### src/rtl/rdma_unpacker.sv
// RDMA header unpacker: 4-beat 32-bit stream -> src/dst/op/counter result.
// Optional keep_slave checking when RDMA_UNPACK_KEEP_CHECK_EN is defined.
module rdma_unpacker #(
   parameter int ERR_CNT_WIDTH = 16
) (
   input  logic                     clk,
   input  logic                     rst,
   input  logic [31:0]              data_slave,
   input  logic [3:0]               keep_slave,
   input  logic                     valid_slave,
   input  logic                     last_slave,
   output logic                     ready_slave,
   output logic [47:0]              src_address,
   output logic [47:0]              dst_address,
   output logic                     operation,
   output logic [30:0]              counter,
   output logic                     valid_master,
   input  logic                     ready_master,
   output logic                     err_frame,
   output logic [ERR_CNT_WIDTH-1:0] err_count
);

   typedef enum logic [1:0] {
      RECV  = 2'd0,
      DRAIN = 2'd1,
      HOLD  = 2'd2
   } state_t;

   state_t                   r_state;
   state_t                   w_next;
   logic [1:0]               r_beat;
   logic [47:0]              r_sh_src;
   logic [47:0]              r_sh_dst;
   logic [47:0]              r_src;
   logic [47:0]              r_dst;
   logic                     r_op;
   logic [30:0]              r_cnt;
   logic                     r_valid;
   logic                     r_err;
   logic [ERR_CNT_WIDTH-1:0] r_err_cnt;

   logic [31:0]              w_word;
   logic                     w_ready;
   logic                     w_acc;
   logic                     w_recv_acc;
   logic                     w_beat3;
   logic                     w_bad;
   logic                     w_commit;
   logic                     w_drop;

   assign w_word = {data_slave[7:0], data_slave[15:8],
                    data_slave[23:16], data_slave[31:24]};

   assign w_acc      = valid_slave & w_ready;
   assign w_recv_acc = w_acc & (r_state == RECV);
   assign w_beat3    = (r_beat == 2'd3);

`ifdef RDMA_UNPACK_KEEP_CHECK_EN
   logic r_bad;

   assign w_bad = r_bad | (keep_slave != 4'hf);

   // Bad-keep flag lives for one frame; cleared at every frame end.
   always_ff @(posedge clk or posedge rst) begin
      if (rst) begin
         r_bad <= 1'b0;
      end else if (w_recv_acc) begin
         r_bad <= (w_beat3 | last_slave) ? 1'b0 : w_bad;
      end
   end
`else
   logic w_unused_keep;

   assign w_unused_keep = ^keep_slave;
   assign w_bad         = 1'b0;
`endif

   // State register
   always_ff @(posedge clk or posedge rst) begin
      if (rst) begin
         r_state <= RECV;
      end else begin
         r_state <= w_next;
      end
   end

   // Next-state logic
   always_comb begin
      w_next = r_state;
      unique case (r_state)
         RECV: begin
            if (w_commit) begin
               w_next = HOLD;
            end else if (w_drop && !last_slave) begin
               w_next = DRAIN;
            end
         end
         DRAIN: begin
            if (w_acc && last_slave) begin
               w_next = RECV;
            end
         end
         HOLD: begin
            if (ready_master) begin
               w_next = RECV;
            end
         end
         default: w_next = RECV;
      endcase
   end

   // Output / control decode
   always_comb begin
      w_ready  = (r_state != HOLD);
      w_commit = 1'b0;
      w_drop   = 1'b0;
      if (w_recv_acc) begin
         if (w_beat3) begin
            w_commit = last_slave & ~w_bad;
            w_drop   = ~w_commit;
         end else begin
            w_drop   = last_slave;
         end
      end
   end

   always_ff @(posedge clk or posedge rst) begin
      if (rst) begin
         r_beat <= 2'd0;
      end else if (w_recv_acc) begin
         r_beat <= (w_beat3 | last_slave) ? 2'd0 : r_beat + 2'd1;
      end else if (r_state != RECV) begin
         r_beat <= 2'd0;
      end
   end

   // Shadow capture; beat 3 fields go straight to the outputs on commit.
   always_ff @(posedge clk or posedge rst) begin
      if (rst) begin
         r_sh_src <= '0;
         r_sh_dst <= '0;
      end else if (w_recv_acc) begin
         unique case (1'b1)
            (r_beat == 2'd0): r_sh_src[47:16] <= w_word;
            (r_beat == 2'd1): begin
               r_sh_src[15:0]  <= w_word[31:16];
               r_sh_dst[47:32] <= w_word[15:0];
            end
            (r_beat == 2'd2): r_sh_dst[31:0] <= w_word;
            default: ;
         endcase
      end
   end

   always_ff @(posedge clk or posedge rst) begin
      if (rst) begin
         r_src <= '0;
         r_dst <= '0;
         r_op  <= 1'b0;
         r_cnt <= '0;
      end else if (w_commit) begin
         r_src <= r_sh_src;
         r_dst <= r_sh_dst;
         r_op  <= w_word[31];
         r_cnt <= w_word[30:0];
      end
   end

   always_ff @(posedge clk or posedge rst) begin
      if (rst) begin
         r_valid <= 1'b0;
      end else if (w_commit) begin
         r_valid <= 1'b1;
      end else if (r_state == HOLD && ready_master) begin
         r_valid <= 1'b0;
      end
   end

   always_ff @(posedge clk or posedge rst) begin
      if (rst) begin
         r_err     <= 1'b0;
         r_err_cnt <= '0;
      end else begin
         r_err <= w_drop;
         if (w_drop && (r_err_cnt != {ERR_CNT_WIDTH{1'b1}})) begin
            r_err_cnt <= r_err_cnt + 1'b1;
         end
      end
   end

   assign ready_slave  = w_ready;
   assign src_address  = r_src;
   assign dst_address  = r_dst;
   assign operation    = r_op;
   assign counter      = r_cnt;
   assign valid_master = r_valid;
   assign err_frame    = r_err;
   assign err_count    = r_err_cnt;

endmodule

### config.mk
export PLATFORM = sky130hd
export DESIGN_NAME = rdma_unpacker
export DESIGN_NICKNAME = d
export VERILOG_FILES = /design/src/rtl/rdma_unpacker.sv
export SDC_FILE = /design/constraint.sdc
export NUM_CORES = 1
export LEC_CHECK = 0
export ABC_AREA = 1
export CORE_MARGIN = 4
export CORE_UTILIZATION = 52
export CTS_CLUSTER_DIAMETER = 30
export DETAILED_ROUTE_END_ITERATION = 12
export GPL_TIMING_DRIVEN = 0
export PLACE_DENSITY_LB_ADDON = 0.2
export RECOVER_POWER = 25
export SLEW_MARGIN = 20
export SYNTH_ARGS = -nofsm -noshare
export SYNTH_HDL_FRONTEND = slang
export SYNTH_SLANG_ARGS = --single-unit
### constraint.sdc
create_clock -name clk -period 9.2 [get_ports clk]
set_clock_uncertainty 0.15 [all_clocks]
set_input_delay 1.38 -clock clk [delete_from_list [all_inputs] [get_ports clk]]
set_output_delay 1.38 -clock clk [all_outputs]
set_load 0.02 [all_outputs]
==> impl_metrics.json <==
{
  "path_cells": "dlygate4sd3_1 -> clkinvlp_2",
  "async_flop_share_pct": 100,
  "critPathArrivalTime_ns": 4.15,
  "synth.top_cells.by_area": "dfrtp_1 64%, nand2_1 20%, o21ai_0 7.2%, inv_1 2.0%, buf_6 1.2%",
  "place_congestion": 0.855,
  "fillers": 1298,
  "cts_tree": "yes",
  "fin_crit_sh_pct": 47.2,
  "drtIter0Drc": 461,
  "cts_made_buffers": 44,
  "status": "finished, violations left",
  "min_period_ns": 4.34,
  "critPathBufInv": 2,
  "totalWireLength_mm": 25.5,
  "num_io_pins": 188,
  "fmax_mhz": 230,
  "syn_area_um2": 9570,
  "fin_setup_tns_ns": 0,
  "synth-xor-area-share_pct": 0.732,
  "synth_compound_area_share_pct": 7.42,
  "start_kind": "input port",
  "cp.required_ns": 9.01,
  "avgRoutedWirePerCell_um": 16.7,
  "end_kind": "async pin",
  "fin_hold_ws_ns": 0.310,
  "critical-path-top-delay-family": "buffers and inverters",
  "antenna_left": 0,
  "fin_nets": 1311,
  "avgViaCountPerCell": 5.12,
  "clk_latency_ns": 0.52,
  "cellPowerDensity_nw_per_um2": 313,
  "drive_above_1_share_pct": 9.31,
  "row_count": 49,
  "path_max_fanout": 84,
  "yosys-top-cells-count": "498 x nand2_1, 246 x dfrtp_1, 137 x o21ai_0, 50 x inv_1, 22 x clkbuf_1",
  "dpl.hpwl_mm": 16.5,
  "ctsRootBufferMaster": "clkbuf_16",
  "synthAdderAreaFrac_pct": 0.915,
  "synthMuxAreaShare_pct": 0,
  "grt_pass1_wl_mm": 41.3,
  "max-clock-path-buffers": 3,
  "syn_nets": 1080,
  "grt_overflow": 0,
  "yosys.area.top_type": "dfrtp_1",
  "htreeDepth": 2,
  "synth.most_common_cell": "nand2_1",
  "drc": 0,
  "port_buffers": 183,
  "grt_max_degree": 89,
  "initial_core_util_pct": 53.1,
  "cts_resized": 0,
  "synth_edf_count": 0,
  "vdd_drop_max_uv": 215,
  "relSlewSlack_pct": -157,
  "hold_violations": 0,
  "design_power_total_w": 0.00418,
  "synth_ff_type": "dfrtp_1",
  "violations": "capacitance limit, slew limit",
  "hold_class": "flip-flop to flip-flop",
  "synth_top_family_by_area": "simple AND/OR/NAND/NOR gates",
  "die_h_um": 144,
  "ys_warn_count": 0,
  "cts.clk_slew.worst_paths_ns": 0.05,
  "grt.total_usage_pct": 25.5,
  "die_w_um": 144,
  "avgSynthCellArea_um2": 9.28,
  "cts_setup_buffers": 0,
  "critPathSlowestCell": "clkinvlp_2",
  "synth-simple-area-share_pct": 21.5,
  "numPlacedInstances": 1446,
  "stdcell_count": 1528,
  "setup_viol": 0,
  "dieArea_um2": 20600,
  "syn_inst": 1032,
  "antenna_found_initial": 0,
  "clock-sinks": 246,
  "seq_area_frac_synth_pct": 64.3,
  "vias": 7819,
  "power.leakage_nw": 6.69,
  "synth_seq_cells": 246,
  "yosysTopAreaCellShare_pct": 64.3,
  "syn_to_final_growth_pct": 39.6,
  "antenna_cells": 0,
  "slowest_delay_ns": 2.15,
  "drv_cap": 1,
  "ys_types": 23,
  "drv_slew": 83,
  "critPathKind": "input port to async pin",
  "worst_slew_pin_slew_ns": 3.84,
  "rsz0062_at_grt": "false",
  "hold_buffers": 0,
  "fp.coreArea_um2": 18000,
  "grt_pass1_vias": 7891,
  "drtPass1Iterations": 6
}
==> layout by cell type (no fill, tap or decap) <==
cell | netlist | final
clkinv_8 | 0 | 1
a211o_1 | 1 | 1
nand2_4 | 1 | 1
clkinvlp_2 | 0 | 1
ha_1 | 7 | 7
buf_16 | 0 | 2
clkinvlp_4 | 0 | 7
inv_4 | 1 | 1
dfrtp_1 | 246 | 246
clkdlybuf4s50_1 | 0 | 181
clkbuf_1 | 22 | 23
nand3_1 | 6 | 6
o21ai_4 | 1 | 1
o21ai_0 | 137 | 137
inv_1 | 50 | 49
nor2_2 | 2 | 1
nand4_1 | 5 | 5
nor2_4 | 1 | 1
bufinv_16 | 0 | 8
clkinv_2 | 0 | 6
buf_4 | 6 | 6
nand2_1 | 498 | 498
dlygate4sd3_1 | 0 | 2
nand2_2 | 3 | 3
nor2_8 | 1 | 1
xor2_1 | 2 | 2
buf_6 | 10 | 10
xnor2_1 | 6 | 6
clkbuf_8 | 0 | 3
nor2_1 | 14 | 15
inv_6 | 0 | 7
clkbuf_16 | 0 | 46
buf_2 | 10 | 10
inv_2 | 2 | 2
clkinv_4 | 0 | 3
==> stage by stage <==
step	worst slack, ns	area, um2	utilization [%]
after detailed placement	5.79	11800	65.2
after global placement	-2.09	11700	64.9
final	4.86	13400	74.2
after global routing	4.24	13400	74.2
after floorplan	0.912	9570	-
after CTS	6.01	13400	74.2
==> power by group <==
part | internal [W] | switching (W) | total, W
logic | 0.000373 | 0.000471 | 0.000844
clock network | 0.00117 | 0.000574 | 0.00174
registers | 0.00141 | 0.000191 | 0.00160
==> routing by layer <==
layer  wire, um  track usage, %
met5          0               0
met4        503            6.79
met3       1760            5.69
met2      12300            41.2
met1      11000            35.4
==> cell families (layout without fill, tap and decap cells) <==
group,Yosys count,count (layout)
AND/OR/NAND/NOR,531,531
flip-flops,246,246
AO/OA/AOI/OAI,139,139
XOR/XNOR,8,8
buffers and inverters,101,368
adder cells (fa/ha/maj),7,7
==> final timing paths <==
path	start	endpoint	slack (ns)	depth (start not counted)
min	r_sh_dst[21]$_DFFE_PP0P_	dst_address[21]$_DFFE_PP0P_	0.31	2
min in group asynchronous	rst	err_frame$_DFF_PP0_	2.30	2
max in group clk	err_count[12]$_DFFE_PP0P_	err_count[12]	6.01	1
min reg2reg	r_sh_dst[21]$_DFFE_PP0P_	dst_address[21]$_DFFE_PP0P_	0.31	2
max reg2reg	r_beat[0]$_DFFE_PP0P_	counter[22]$_DFFE_PP0P_	7.11	7
max	rst	src_address[40]$_DFFE_PP0P_	4.86	2
==> state kept, by name (all words and copies together), names as in the netlist <==
name and flops:
r_state 2, r_beat 2, src_address 48, r_sh_dst 48, dst_address 48, counter 31, operation 1, valid_master 1
err_count 16, err_frame 1, r_sh_src 48
==> area by class of cell <==
type | count | area, um2 | area share [%]
multi-input combinational | 685 | 2920 | 21.9
timing repair buffer | 185 | 1890 | 14.1
buffer | 48 | 290 | 2.17
inverter | 53 | 203 | 1.52
clock buffer | 50 | 1200 | 8.95
sequential | 246 | 6160 | 46.1
clock inverter | 32 | 427 | 3.19
tap | 229 | 287 | 2.14
No activity file was read; power rests on OpenSTA's default activity.
